**config.mk**
```make
export PLATFORM = sky130hd
export DESIGN_NAME = pipeline_hazard_ctrl
export DESIGN_NICKNAME = d
export VERILOG_FILES = /design/src/rtl/pipeline_hazard_ctrl.sv
export SDC_FILE = /design/constraint.sdc
export NUM_CORES = 1
export LEC_CHECK = 0
export CORE_MARGIN = 2
export CORE_UTILIZATION = 45
export DETAILED_ROUTE_END_ITERATION = 16
export PLACE_DENSITY_LB_ADDON = 0.1
export SYNTH_ARGS = -nofsm -noshare
export SYNTH_HDL_FRONTEND = slang
export SYNTH_SLANG_ARGS = --single-unit
```
**constraint.sdc**
```tcl
create_clock -name clk -period 3.1 [get_ports clk]
set_input_delay 0.93 -clock clk [delete_from_list [all_inputs] [get_ports clk]]
set_output_delay 0.93 -clock clk [all_outputs]
set_load 0.01 [all_outputs]
```
**src/rtl/pipeline_hazard_ctrl.sv**
```systemverilog
// Hazard control for a 5-stage pipeline: operand forwarding, load-use stalls,
// taken-branch flushes, data-memory wait freezes and saturating hazard statistics.
module pipeline_hazard_ctrl #(
    parameter int unsigned CNT_W       = 16,
    parameter int unsigned MEM_TIMEOUT = 64,
    parameter int unsigned DELAY_SLOT  = 1
) (
    input  logic             clk,
    input  logic             reset,
    input  logic [4:0]       id_rs,
    input  logic [4:0]       id_rt,
    input  logic             id_use_rs,
    input  logic             id_use_rt,
    input  logic             id_branch_taken,
    input  logic [4:0]       ex_rw,
    input  logic             ex_regwrite,
    input  logic             ex_load,
    input  logic [4:0]       mem_rw,
    input  logic [4:0]       wb_rw,
    input  logic             mem_regwrite,
    input  logic             wb_regwrite,
    input  logic             mem_req,
    input  logic             mem_ready,
    output logic [1:0]       fwd_a_sel,
    output logic [1:0]       fwd_b_sel,
    output logic             pc_le,
    output logic             if_id_le,
    output logic             if_id_flush,
    output logic             id_ex_bubble,
    output logic             freeze,
    output logic [CNT_W-1:0] stall_cnt,
    output logic [CNT_W-1:0] freeze_cnt,
    output logic [CNT_W-1:0] flush_cnt,
    output logic             mem_timeout_err
);

    localparam int unsigned WAIT_W = (MEM_TIMEOUT > 1) ? $clog2(MEM_TIMEOUT) : 1;
    localparam logic [WAIT_W-1:0] WAIT_LAST = WAIT_W'(MEM_TIMEOUT - 1);

    typedef enum logic {
        RUN      = 1'b0,
        MEM_WAIT = 1'b1
    } state_t;

    state_t            state;
    logic [WAIT_W-1:0] wait_cnt;
    logic              lu;
    logic              mw;
    logic              lu_stall;

    // Youngest producer wins; a load still in EX cannot forward and falls through.
    function automatic logic [1:0] fwd_sel(
        input logic [4:0] r,
        input logic       ex_we,
        input logic       ex_ld,
        input logic [4:0] ex_r,
        input logic       mem_we,
        input logic [4:0] mem_r,
        input logic       wb_we,
        input logic [4:0] wb_r
    );
        logic [1:0] sel;
        sel = 2'd0;
        if (ex_we && !ex_ld && (ex_r != 5'd0) && (ex_r == r))
            sel = 2'd1;
        else if (mem_we && (mem_r != 5'd0) && (mem_r == r))
            sel = 2'd2;
        else if (wb_we && (wb_r != 5'd0) && (wb_r == r))
            sel = 2'd3;
        return sel;
    endfunction

    always_comb begin
        fwd_a_sel = fwd_sel(id_rs, ex_regwrite, ex_load, ex_rw,
                            mem_regwrite, mem_rw, wb_regwrite, wb_rw);
        fwd_b_sel = fwd_sel(id_rt, ex_regwrite, ex_load, ex_rw,
                            mem_regwrite, mem_rw, wb_regwrite, wb_rw);
    end

    assign lu = ex_load && ex_regwrite && (ex_rw != 5'd0) &&
                ((id_use_rs && (ex_rw == id_rs)) || (id_use_rt && (ex_rw == id_rt)));
    assign mw = mem_req && !mem_ready;
    assign lu_stall = lu && !mw;

    // Pipeline controls: memory wait over load-use over branch flush.
    always_comb begin
        pc_le        = 1'b1;
        if_id_le     = 1'b1;
        if_id_flush  = 1'b0;
        id_ex_bubble = 1'b0;
        freeze       = 1'b0;
        if (mw) begin
            freeze   = 1'b1;
            pc_le    = 1'b0;
            if_id_le = 1'b0;
        end else if (lu) begin
            pc_le        = 1'b0;
            if_id_le     = 1'b0;
            id_ex_bubble = 1'b1;
        end else if (id_branch_taken && (DELAY_SLOT == 0)) begin
            if_id_flush = 1'b1;
        end
    end

    // Memory-wait tracker; the timeout flag is sticky but the wait continues.
    always_ff @(posedge clk) begin
        if (reset) begin
            state           <= RUN;
            wait_cnt        <= '0;
            mem_timeout_err <= 1'b0;
        end else begin
            case (state)
                RUN: begin
                    if (mw) begin
                        state    <= MEM_WAIT;
                        wait_cnt <= '0;
                    end
                end
                MEM_WAIT: begin
                    if (!mw) begin
                        state <= RUN;
                    end else if (wait_cnt == WAIT_LAST) begin
                        mem_timeout_err <= 1'b1;
                    end else begin
                        wait_cnt <= wait_cnt + WAIT_W'(1);
                    end
                end
                default: state <= RUN;
            endcase
        end
    end

    // Saturating hazard statistics.
    always_ff @(posedge clk) begin
        if (reset) begin
            stall_cnt  <= '0;
            freeze_cnt <= '0;
            flush_cnt  <= '0;
        end else begin
            if (lu_stall && (stall_cnt != '1))
                stall_cnt <= stall_cnt + CNT_W'(1);
            if (mw && (freeze_cnt != '1))
                freeze_cnt <= freeze_cnt + CNT_W'(1);
            if (if_id_flush && (flush_cnt != '1))
                flush_cnt <= flush_cnt + CNT_W'(1);
        end
    end

endmodule
```
# Yosys cells after proc, flatten, opt, wreduce, memory -nomap -nowiden
# Index checks and enable logic that the tools add are counted.
# Widths: inputs -> output; s select.
# totals
in_bits,36
regBits,40
word_cells,64
out_inout_bits,58
# classes
bitwise_logic,1
muxes,15
eq_ne,12
n_reduce_logical,28
add_sub_neg,3
# op_table
operator,n
$add 16x1->16 const B,2
$ne 16x16->1 const B,2
$eq 5x5->1,6
$logic_and 1x1->1,19
$mux 6,3
$reduce_bool 5->1,3
$mux 2,6
$pmux 6 s2,1
$add 6x1->6 const B,1
$eq 6x6->1 const B,1
$reduce_and 3->1,2
$mux 1,5
$ne 2x2->1 const B,2
$logic_not 1->1,3
$ne 2x1->1 const B,1
$logic_or 1x1->1,1
$not 1->1,1

# Logic depth before layout (Yosys ltp)
# Gate-level depths: netlist of the first run.
# depth
ltp_word,6
depth_mapped,8

# Worst setup path after synthesis of the first run
# No wires, ideal clock.
# synth_timing
path_kind,input to output
startpoint,input port id_rt[1]
endpoint,output port pc_le
path_buffers,3
cell_stages,8
t_arrival_ns,2.258
path_slack_ns,-0.088
cell_sequence,xnor2_1 and3_1 a32oi_1 buf_2 buf_2 inv_1 a21oi_1 buf_4
# synth_via
elab_chain_cells,6
# synth_rtl
item,line_no,rtl
"start, declared",11,"input logic [4:0] id_rt,"
$eq 5x5->1,81,((id_use_rs && (ex_rw == id_rs)) || (id_use_rt && (ex_rw == id_rt)));
$logic_and 1x1->1,81,
$logic_or 1x1->1,81,
$logic_and 1x1->1,80,assign lu = ex_load && ex_regwrite && (ex_rw != 5'd0) &&
$mux 1 (2 in a row),n/a,
"end, declared",26,"output logic pc_le,"
# Every way passes these cells.

# Worst setup path in the final report of the first run
# layout_timing
startpoint,input port wb_rw[2]
endpoint,output port fwd_b_sel[0]
# layout_via
elab_chain_cells,6
# layout_rtl
item,line_no,rtl
"start, declared",19,"input logic [4:0] wb_rw,"
$reduce_bool 5->1,68,else if (wb_we && (wb_r != 5'd0) && (wb_r == r))
$logic_and 1x1->1,68,
$logic_and 1x1->1 (*),68,
$mux 2 (*),68,
$mux 2 (*),66,else if (mem_we && (mem_r != 5'd0) && (mem_r == r))
$mux 2 (*),64,if (ex_we && !ex_ld && (ex_r != 5'd0) && (ex_r == r))
"end, declared",25,"output logic [1:0] fwd_b_sel,"
# Every way passes the cells marked *; elsewhere a longest branch is shown, timed or not.

==> results of run 1 <==
## power by group
part / total [mW] / internal [mW] / switching, mW
Combinational: 0.205 / 0.0966 / 0.109
Sequential: 0.520 / 0.517 / 0.00367
Clock: 0.441 / 0.243 / 0.199
## metal layers
| layer | up-vias | global-route usage | wire, um |
|---|---|---|---|
| met5 | - | 0 | 0 |
| met4 | 0 | 0.0712 | 109 |
| met3 | 9 | 0.0449 | 318 |
| met2 | 71 | 0.373 | 3240 |
| met1 | 1200 | 0.293 | 3240 |
| li1 | 1341 | - | - |
## worst max-delay path, delay by kind of cell
family | cells | cell delay [ns]
buffers and inverters | 3 | 0.35
AOI/OAI and AO/OA | 2 | 0.24
and+or+nand+nor | 3 | 0.65
## through the flow
step | util | area [um^2] | setup WS (ns)
final | 0.667 | 3720 | -0.00402
after global routing | 0.667 | 3720 | -0.0426
after CTS | 0.659 | 3680 | -0.0342
after detailed placement | 0.638 | 3560 | -0.780
after global placement | 0.638 | 3560 | -0.752
after floorplan | - | 2700 | 0.0204
## worst min-delay path by stage
stage                                   end  slack, ns  depth (start not counted)
6_report       mem_timeout_err$_SDFFE_PP0P_       0.47                          2
5_1_grt        mem_timeout_err$_SDFFE_PP0P_       0.52                          2
4_1_cts        mem_timeout_err$_SDFFE_PP0P_       0.48                          2
3_5_place_dp   mem_timeout_err$_SDFFE_PP0P_       0.46                          2
3_3_place_gp   mem_timeout_err$_SDFFE_PP0P_       0.45                          2
2_1_floorplan      wait_cnt[4]$_SDFFE_PP0P_       0.46                          1
## timing repair
item	CTS	global route
gates resized for setup	93	51
endpoints found under the setup margin	8	7
setup buffers	2	1
pin swaps	18	16
## flip-flops by register name (all words and copies together), names as in the netlist
register / count
mem_timeout_err: 1
state: 1
wait_cnt: 6
freeze_cnt: 16
stall_cnt: 16
## cells in the mapped netlist, drive strengths merged, types with 3 or more instances
cell     n  area, um^2
inv      8        30.0
buf     23         165
nor4     8        50.1
xnor2   31         272
o31ai    6        45.0
and4     6        52.6
nand3   20         100
nand2   14        55.1
clkbuf   7        27.5
nor3    14        75.1
o21ai   11        55.1
nand4   13        81.3
mux2     3        33.8
or4b     3        30.0
nand2b   4        27.5
nor2    34         128
or3      9        56.3
or4     10        75.1
ha       3        37.5
and3     5        31.3
a21oi   19        98.9
xor2    15         131
dfxtp   40         801
o41ai    3        26.3
## layout make-up
cell class	count	share of cell area
multi-input combinational	264	0.493
clock inverter	3	0.0125
timing repair buffer	104	0.228
tap	72	0.0242
clock buffer	5	0.0185
sequential	40	0.215
inverter	8	0.00808
## cells by family (layout without fill, tap and decap cells)
group	Yosys count	in the layout	share of synthesized area
AOI/OAI and AO/OA	46	46	0.112
xor gates and xnor gates	46	46	0.153
and+or+nand+nor	148	148	0.314
muxes	4	4	0.0166
buffers and inverters	38	120	0.0845
adders and majority gates	3	3	0.0142
other	1	17	0.00142
DFF	40	40	0.304
==> insert_results.sql, run 1 <==
INSERT INTO impl_metrics (metric_group, metric, value, unit) VALUES
('outcome', 'status', 'complete, but fails checks', ''),
('outcome', 'violations', 'setup timing', ''),
('timing', 'clock_skew', '0.00804', 'ns'),
('clock_network', 'tritoncts_num_sinks', '40', ''),
('floorplan', 'die_y', '80.5', 'um'),
('route', 'total_via_count_in_the_routed_design', '2621', ''),
('clock_network', 'tritoncts', 'yes', ''),
('timing', 'layout_min_cycle_time', '3.10', 'ns'),
('clock_network', 'cts_buffers', '5', ''),
('cells_and_area', 'layout-area-overhead-vs-synth', '41.0', '%'),
('yosys', 'netlist_instances', '326', ''),
('floorplan', 'chipWidth', '80.5', 'um'),
('worst_hold_path', 'timing.hold.worst.start', 'mem_timeout_err$_SDFFE_PP0P_', ''),
('floorplan', 'placementRows', '27', ''),
('clock_network', 'ctsHoldBuffers', '0', ''),
('floorplan', 'placeableCoreArea', '0.00557', 'mm^2'),
('critical_path', 'worst-r2r-cell-count', '6', ''),
('critical_path', 'path_max_fanout', '2', ''),
('timing', 'finalSetupViolCount', '1', ''),
('power', 'report.power.total', '1.17', 'mW'),
('clock_network', 'clock-root-buffer', 'clkbuf_8', ''),
('critical_path', 'cp.arrival', '2.17', 'ns'),
('route', 'detail_route.iter0.violations', '115', ''),
('cells_and_area', 'mostFrequentLayoutCells', 'dfxtp_1, clkdlybuf4s50_1, nor2_1, xnor2_1, buf_4', ''),
('critical_path', 'endpoint', 'fwd_b_sel[0]', ''),
('place', 'post-place-cells', '487', ''),
('cells_and_area', 'final_cell_count_no_fill', '496', ''),
('place', 'buffer_ports.inserted', '75', ''),
('global_route', 'grt_first_pass_wirelength', '11600', 'um'),
('power', 'leakage', '1.35', 'nW'),
('cells_and_area', 'area_of_combinational_cells_with_multiple_inputs', '0.00183', 'mm^2'),
('yosys', 'synth_top_flop_cell', 'dfxtp_1', ''),
('clock_network', 'clock_insertion_delay_worst_skew', '0.30', 'ns'),
('power', 'power_per_cell_area', '314', 'mW/mm^2'),
('critical_path', 'startpoint_class', 'input port', ''),
('critical_path', 'reg2reg_from', 'stall_cnt[1]$_SDFFE_PP0P_', ''),
('timing', 'timing.final.hold_violations', '0', ''),
('global_route', 'number_of_antenna_violations_at_the_first_check_in_global_routing', '0', ''),
('cells_and_area', 'finish.net_count', '462', ''),
('floorplan', 'initial_utilization', '0.473', ''),
('yosys', 'synth_edf_count', '0', ''),
('global_route', 'grt_use_total', '0.225', ''),
('place', 'place_hpwl', '5190', 'um'),
('critical_path', 'worst-setup-path-type', 'input port to primary output', ''),
('yosys', 'count_of_state_elements_after_synthesis', '40', ''),
('timing', 'setup_tns', '-0.00402', 'ns'),
('route', 'drc', '0', ''),
('route', 'drt-wirelength-per-cell', '13.9', 'um'),
('clock_network', 'clk_path_buf_depth', '2', ''),
('clock_network', 'clkTransAtPathRegs', '0.08', 'ns'),
('timing', 'setup_ws', '-0.00402', 'ns'),
('cells_and_area', 'sequential_cell_area', '801', 'um^2'),
('timing', 'slew_headroom', '0.613', ''),
('critical_path', 'crit_path_frequent_cell', 'buf_6', ''),
('critical_path', 'endpoint_kind', 'primary output', ''),
('timing', 'fin_hold_ws', '0.473', 'ns'),
('global_route', 'grt_pass1_vias', '2489', ''),
('timing', 'worst_tran_pin_value', '0.579', 'ns'),
('yosys', 'yosysWarnings', '0', ''),
('cells_and_area', 'antenna_cells', '0', ''),
('timing', 'min_period_over_period', '1.00', ''),
('timing', 'rsz0062_at_grt', 'yes', ''),
('cells_and_area', 'layout_cell_share_with_drive_strength_beyond_1', '0.238', ''),
('place', 'gp_congestion', '0.859', ''),
('worst_hold_path', 'worst_hold_path_type', 'flop to flop', ''),
('clock_network', 'cts-htree-levels', '2', ''),
('timing', 'achievable-frequency', '0.322', 'GHz'),
('yosys', 'synthesis.area_per_instance', '8.09', 'um^2'),
('critical_path', 'timing.rr.end', 'stall_cnt[3]$_SDFFE_PP0P_', ''),
('route', 'drt_wl_total', '6910', 'um'),
('critical_path', 'timing.critical_path.required', '2.17', 'ns');
No activity file was read; power rests on OpenSTA's default activity.
==> run 2, diff against run 1 <==
SETUP_SLACK_MARGIN = 0.4   (was unset)
==> run 2 against run 1 <==
Effect of this change:
- the run still ends with setup timing left
- largest power group unchanged
- highest routed layer unchanged
- die area is the same
- hold slack worse by 0.00098 ns
- global-route usage grew 1.3 points
- critical endpoint unchanged
- largest cell class unchanged
==> insert_results.sql, run 2 (same netlist as run 1, synthesis figures left out) <==
INSERT INTO impl_metrics (metric_group, metric, value, unit) VALUES
('outcome', 'status', 'complete, but fails checks', ''),
('outcome', 'violations', 'setup timing', ''),
('power', 'peakVddDrop', '0.000219', 'V'),
('timing', 'setup_ws', '-0.0590', 'ns'),
('clock_network', 'clkTransAtPathRegs', '0.08', 'ns'),
('timing', 'report.final.slew_viol_count', '0', ''),
('clock_network', 'cts_buffers', '5', ''),
('place', 'place_area', '0.00363', 'mm^2'),
('floorplan', 'die_area', '0.00649', 'mm^2'),
('critical_path', 'path_max_fanout', '4', ''),
('route', 'total_via_count_in_the_routed_design', '2789', ''),
('timing', 'worst_tran_pin_value', '0.688', 'ns'),
('cells_and_area', 'final_cell_count_no_fill', '508', ''),
('critical_path', 'cp.arrival', '2.23', 'ns'),
('floorplan', 'initial_utilization', '0.473', ''),
('global_route', 'grt_overflow', '0', ''),
('place', 'dp_worst_setup_slack', '-0.818', 'ns'),
('global_route', 'grt_pass1_vias', '2552', ''),
('flow_run', 'max_cap_violations', '0', ''),
('clock_network', 'clock_insertion_delay_worst_skew', '0.30', 'ns'),
('timing', 'layout_min_cycle_time', '3.16', 'ns'),
('global_route', 'grt_max_degree', '28', ''),
('route', 'detail_route.iter0.violations', '127', ''),
('clock_network', 'tritoncts_num_sinks', '40', ''),
('critical_path', 'endpoint_kind', 'primary output', ''),
('cells_and_area', 'antenna_cells', '0', ''),
('clock_network', 'clock-root-buffer', 'clkbuf_8', ''),
('place', 'post-place-cells', '493', ''),
('cells_and_area', 'layout_cell_share_with_drive_strength_beyond_1', '0.298', ''),
('timing', 'min_period_over_period', '1.02', ''),
('critical_path', 'startpoint_class', 'input port', ''),
('global_route', 'grt_use_total', '0.238', ''),
('cells_and_area', 'finish.net_count', '474', ''),
('cells_and_area', 'stdcell_area', '0.00404', 'mm^2'),
('power', 'power_per_cell_area', '303', 'mW/mm^2'),
('cells_and_area', 'layout.cells.most_common', 'dfxtp_1', ''),
('clock_network', 'ctsHoldBuffers', '0', ''),
('place', 'place_hpwl', '5280', 'um'),
('timing', 'achievable-frequency', '0.317', 'GHz'),
('route', 'drc', '0', ''),
('critical_path', 'worst-setup-path-type', 'input port to primary output', ''),
('cells_and_area', 'top_regs', 'freeze_cnt x16, stall_cnt x16, wait_cnt x6', ''),
('timing', 'finalSetupViolCount', '1', ''),
('cells_and_area', 'layout.core_utilization', '0.725', ''),
('cells_and_area', 'mostFrequentLayoutCells', 'dfxtp_1, clkdlybuf4s50_1, buf_4, nor2_1, xnor2_1', ''),
('timing', 'timing.final.hold_violations', '0', ''),
('cells_and_area', 'fillCellCount', '430', ''),
('route', 'drt-wirelength-per-cell', '15.1', 'um'),
('place', 'gp_congestion', '0.858', ''),
('timing', 'clock_skew', '0.00497', 'ns'),
('clock_network', 'tritoncts', 'yes', ''),
('route', 'vias_per_cell', '5.49', ''),
('clock_network', 'cts-htree-levels', '2', ''),
('cells_and_area', 'layout-area-overhead-vs-synth', '53.3', '%'),
('floorplan', 'floorplan.io_pins', '94', ''),
('timing', 'slew_headroom', '0.540', ''),
('floorplan', 'chipWidth', '80.5', 'um'),
('floorplan', 'placementRows', '27', ''),
('global_route', 'number_of_antenna_violations_at_the_first_check_in_global_routing', '0', ''),
('route', 'drt_pass1_iterations', '4', ''),
('floorplan', 'die_y', '80.5', 'um'),
('clock_network', 'clk_path_buf_depth', '2', ''),
('place', 'buffer_ports.inserted', '75', ''),
('floorplan', 'placeableCoreArea', '0.00557', 'mm^2'),
('route', 'drt_wl_total', '7670', 'um'),
('worst_hold_path', 'worst_hold_path_type', 'flop to flop', ''),
('global_route', 'grt_first_pass_wirelength', '12000', 'um'),
('power', 'leakage', '1.48', 'nW'),
('route', 'antenna_violating_nets_post_route', '0', ''),
('timing', 'rsz0062_at_grt', 'yes', ''),
('timing', 'setup_tns', '-0.0590', 'ns'),
('critical_path', 'timing.critical_path.required', '2.17', 'ns');
-- run 2: changes by cell type in the layout (fill, tap and decap cells not counted), moves of 3 or more --
cell and change:
clkdlybuf4s50_1 -6, xnor2_1 -5, clkbuf_2 -16, xor2_1 -3
xnor2_2 +4, buf_4 +7, clkdlybuf4s15_1 -3, buf_2 +6
buf_6 +14, dlygate4sd2_1 +6, buf_8 +3
-- run 2: final cells by class --
class | count | area, um^2 | area share
tap | 72 | 90.1 | 0.0223
inverter | 8 | 35.0 | 0.00867
clock inverter | 3 | 46.3 | 0.0115
sequential | 40 | 801 | 0.198
clock buffer | 5 | 68.8 | 0.0170
multi-input combinational | 264 | 1980 | 0.490
timing repair buffer | 116 | 1020 | 0.252
-- run 2: worst paths after layout --
path	start	slack, ns	depth (start not counted)	end
setup reg to reg	stall_cnt[0]$_SDFFE_PP0P_	1.09	6	stall_cnt[8]$_SDFFE_PP0P_
hold reg to reg	mem_timeout_err$_SDFFE_PP0P_	0.47	2	mem_timeout_err$_SDFFE_PP0P_
hold / removal	mem_timeout_err$_SDFFE_PP0P_	0.47	2	mem_timeout_err$_SDFFE_PP0P_
setup / recovery	mem_rw[4]	-0.06	6	fwd_b_sel[0]
-- run 2: metal layers --
layer / vias up / track usage / share of wire
li1: 1358 / - / -
met1: 1304 / 0.305 / 0.42
met2: 110 / 0.393 / 0.49
met3: 17 / 0.0517 / 0.061
met4: 0 / 0.0831 / 0.028
met5: - / 0 / 0
-- run 2: what timing repair did --
item,4_1_cts,5_1_grt
pin swaps,29,15
endpoints found under the setup margin,20,8
buffers inserted,4,3
gates resized for setup,186,32
-- run 2: worst max-delay path: stages --
cell     delay (ns)
buf_2          0.12
or4_4          0.54
o21ai_4        0.18
nor3_2         0.08
o21ai_2        0.20
buf_2          0.17
-- run 2: per-stage QoR --
step / power (mW) / hold WS, ns
after CTS: 1.20 / 0.479
after global routing: 1.29 / 0.531
final: 1.22 / 0.472
after detailed placement: 0.739 / 0.459
after global placement: 0.736 / 0.451
after floorplan: 0.641 / 0.461
-- run 2: where the power goes --
group / total [mW] / switching [mW] / internal [mW]
clock: 0.442 / 0.200 / 0.243
sequential: 0.520 / 0.00358 / 0.517
combinational: 0.262 / 0.132 / 0.131
total: 1.22 / 0.335 / 0.890
==> run 3, diff against run 2 <==
CORE_ASPECT_RATIO = 1.75   (was unset)
==> run 3 against run 2 <==
Effect of this change:
- the flow still finishes with violations (setup timing)
- fmax up 0.52%
- total power down 6.9%
- sequential share of layout area down 0.15 points
- via count up 1.7%
- non-clock buffer count up 7
- clock skew up 0.0024 ns
- critical path depth up 2
==> insert_results.sql, run 3 (same netlist as run 1, synthesis figures left out) <==
INSERT INTO impl_metrics (metric_group, metric, value, unit) VALUES
('outcome', 'status', 'complete, but fails checks', ''),
('outcome', 'violations', 'setup timing', ''),
('timing', 'report.final.slew_viol_count', '0', ''),
('clock_network', 'tritoncts_num_sinks', '40', ''),
('timing', 'finalSetupViolCount', '4', ''),
('timing', 'timing.final.hold_violations', '0', ''),
('timing', 'layout_min_cycle_time', '3.14', 'ns'),
('cells_and_area', 'top_regs', 'freeze_cnt x16, stall_cnt x16, wait_cnt x6', ''),
('route', 'antenna_violating_nets_post_route', '0', ''),
('timing', 'rsz0062_at_grt', 'yes', ''),
('critical_path', 'path_max_fanout', '2', ''),
('place', 'dp_worst_setup_slack', '-0.952', 'ns'),
('floorplan', 'die_y', '105', 'um'),
('route', 'drt-wirelength-per-cell', '16.3', 'um'),
('critical_path', 'worst-setup-path-type', 'input port to primary output', ''),
('place', 'buffer_ports.inserted', '75', ''),
('route', 'drt_pass1_iterations', '6', ''),
('worst_hold_path', 'hold-path-cell-count', '2', ''),
('timing', 'worst_tran_pin_value', '0.564', 'ns'),
('flow_run', 'max_cap_violations', '0', ''),
('clock_network', 'cts_buffers', '5', ''),
('clock_network', 'clk_path_buf_depth', '2', ''),
('global_route', 'grt_first_pass_wirelength', '12900', 'um'),
('route', 'routed-wl-met2', '4660', 'um'),
('timing', 'achievable-frequency', '0.318', 'GHz'),
('timing', 'clock_skew', '0.00742', 'ns'),
('critical_path', 'timing.critical_path.required', '2.17', 'ns'),
('place', 'place_area', '0.00367', 'mm^2'),
('place', 'place_hpwl', '6260', 'um'),
('timing', 'fin_hold_ws', '0.483', 'ns'),
('route', 'met3_wirelength', '460', 'um'),
('cells_and_area', 'mostFrequentLayoutCells', 'buf_4, dfxtp_1, clkdlybuf4s50_1, nor2_1, xnor2_1', ''),
('cells_and_area', 'finish.net_count', '481', ''),
('cells_and_area', 'layout_cell_share_with_drive_strength_beyond_1', '0.307', ''),
('global_route', 'grt_overflow', '0', ''),
('timing', 'setup_ws', '-0.0425', 'ns'),
('power', 'power_per_cell_area', '280', 'mW/mm^2'),
('floorplan', 'chipWidth', '61.9', 'um'),
('cells_and_area', 'layout.core_utilization', '0.723', ''),
('floorplan', 'floorplan.io_pins', '94', ''),
('critical_path', 'startpoint_class', 'input port', ''),
('timing', 'slew_headroom', '0.623', ''),
('power', 'report.power.total', '1.14', 'mW'),
('global_route', 'number_of_antenna_violations_at_the_first_check_in_global_routing', '0', ''),
('cells_and_area', 'layout.cells.most_common', 'buf_4', ''),
('global_route', 'grt_max_degree', '28', ''),
('route', 'vias_per_cell', '5.47', ''),
('floorplan', 'initial_utilization', '0.468', ''),
('worst_hold_path', 'worst_hold_path_type', 'flop to flop', ''),
('cells_and_area', 'stdcell_area', '0.00407', 'mm^2'),
('global_route', 'grt_use_total', '0.262', ''),
('critical_path', 'endpoint_kind', 'primary output', ''),
('floorplan', 'placementRows', '36', ''),
('clock_network', 'ctsHoldBuffers', '0', ''),
('clock_network', 'tritoncts', 'yes', ''),
('route', 'detail_route.iter0.violations', '65', ''),
('power', 'leakage', '1.50', 'nW'),
('power', 'peakVddDrop', '0.000309', 'V'),
('floorplan', 'die_area', '0.00651', 'mm^2'),
('clock_network', 'clock-root-buffer', 'clkbuf_8', ''),
('place', 'gp_congestion', '0.882', ''),
('global_route', 'grt_pass1_vias', '2807', ''),
('cells_and_area', 'antenna_cells', '0', ''),
('floorplan', 'placeableCoreArea', '0.00563', 'mm^2'),
('route', 'drc', '0', ''),
('critical_path', 'cp.arrival', '2.21', 'ns'),
('clock_network', 'clock_insertion_delay_worst_skew', '0.29', 'ns'),
('clock_network', 'clkTransAtPathRegs', '0.07', 'ns'),
('critical_path', 'worst-r2r-cell-count', '6', ''),
('route', 'routed.top_layer', 'met4', ''),
('route', 'wl_met1', '2840', 'um'),
('route', 'drt_wl_total', '8430', 'um'),
('cells_and_area', 'layout-area-overhead-vs-synth', '54.4', '%'),
('timing', 'min_period_over_period', '1.01', ''),
('clock_network', 'cts-htree-levels', '2', ''),
('route', 'total_via_count_in_the_routed_design', '2837', '');
## run 3: cell types whose count changed in the layout (fill, tap and decap cells not counted), sizes merged, moves of 2 or more
cell           change
clkdlybuf4s50      +2
dlygate4sd2        -2
clkdlybuf4s15      +4
buf                +5
## run 3: final cells by class
| type | instances | area (um^2) |
|---|---|---|
| multi-input combinational | 264 | 1980 |
| clock buffer | 8 | 90.1 |
| tap | 76 | 95.1 |
| sequential | 40 | 801 |
| inverter | 8 | 35.0 |
| fill | 462 | 1560 |
| timing repair buffer | 123 | 1070 |
## run 3: final timing paths
kind,end,from,slack (ns)
max,fwd_b_sel[0],wb_rw[4],-0.04
min,mem_timeout_err$_SDFFE_PP0P_,mem_timeout_err$_SDFFE_PP0P_,0.48
max reg2reg,stall_cnt[5]$_SDFFE_PP0P_,stall_cnt[0]$_SDFFE_PP0P_,1.03
min reg2reg,mem_timeout_err$_SDFFE_PP0P_,mem_timeout_err$_SDFFE_PP0P_,0.48
## run 3: worst max-delay path: stages
cell and delay [ns]:
buf_8 0.09, or4_4 0.53, o21ai_4 0.17, nor4_2 0.06, buf_4 0.16, nand3_4 0.07
o21ai_2 0.06, buf_2 0.14
## run 3: metrics by stage
stage,instances,TNS [ns]
after floorplan,342,0
after global placement,501,-8.84
after detailed placement,501,-9.67
after CTS,519,-0.0864
after global routing,519,-0.309
final,519,-0.136
## run 3: report_power, final
| group | switching (mW) | leakage, nW | internal (mW) |
|---|---|---|---|
| logic | 0.135 | 1.14 | 0.130 |
| clock network | 0.173 | 0.0455 | 0.182 |
| registers | 0.00409 | 0.323 | 0.517 |
| total | 0.312 | 1.50 | 0.828 |
## run 3: per-layer routing
metal,up-vias,track usage
met3,25,0.0417
met5,-,0
met1,1346,0.243
met4,0,0.172
met2,97,0.480
li1,1369,-
## run 3: timing repair
item,in CTS,in global routing
pin swaps,34,4
setup buffers,10,0
gates cloned,0,0
endpoints found under the setup margin,24,12
gates resized for setup,187,14
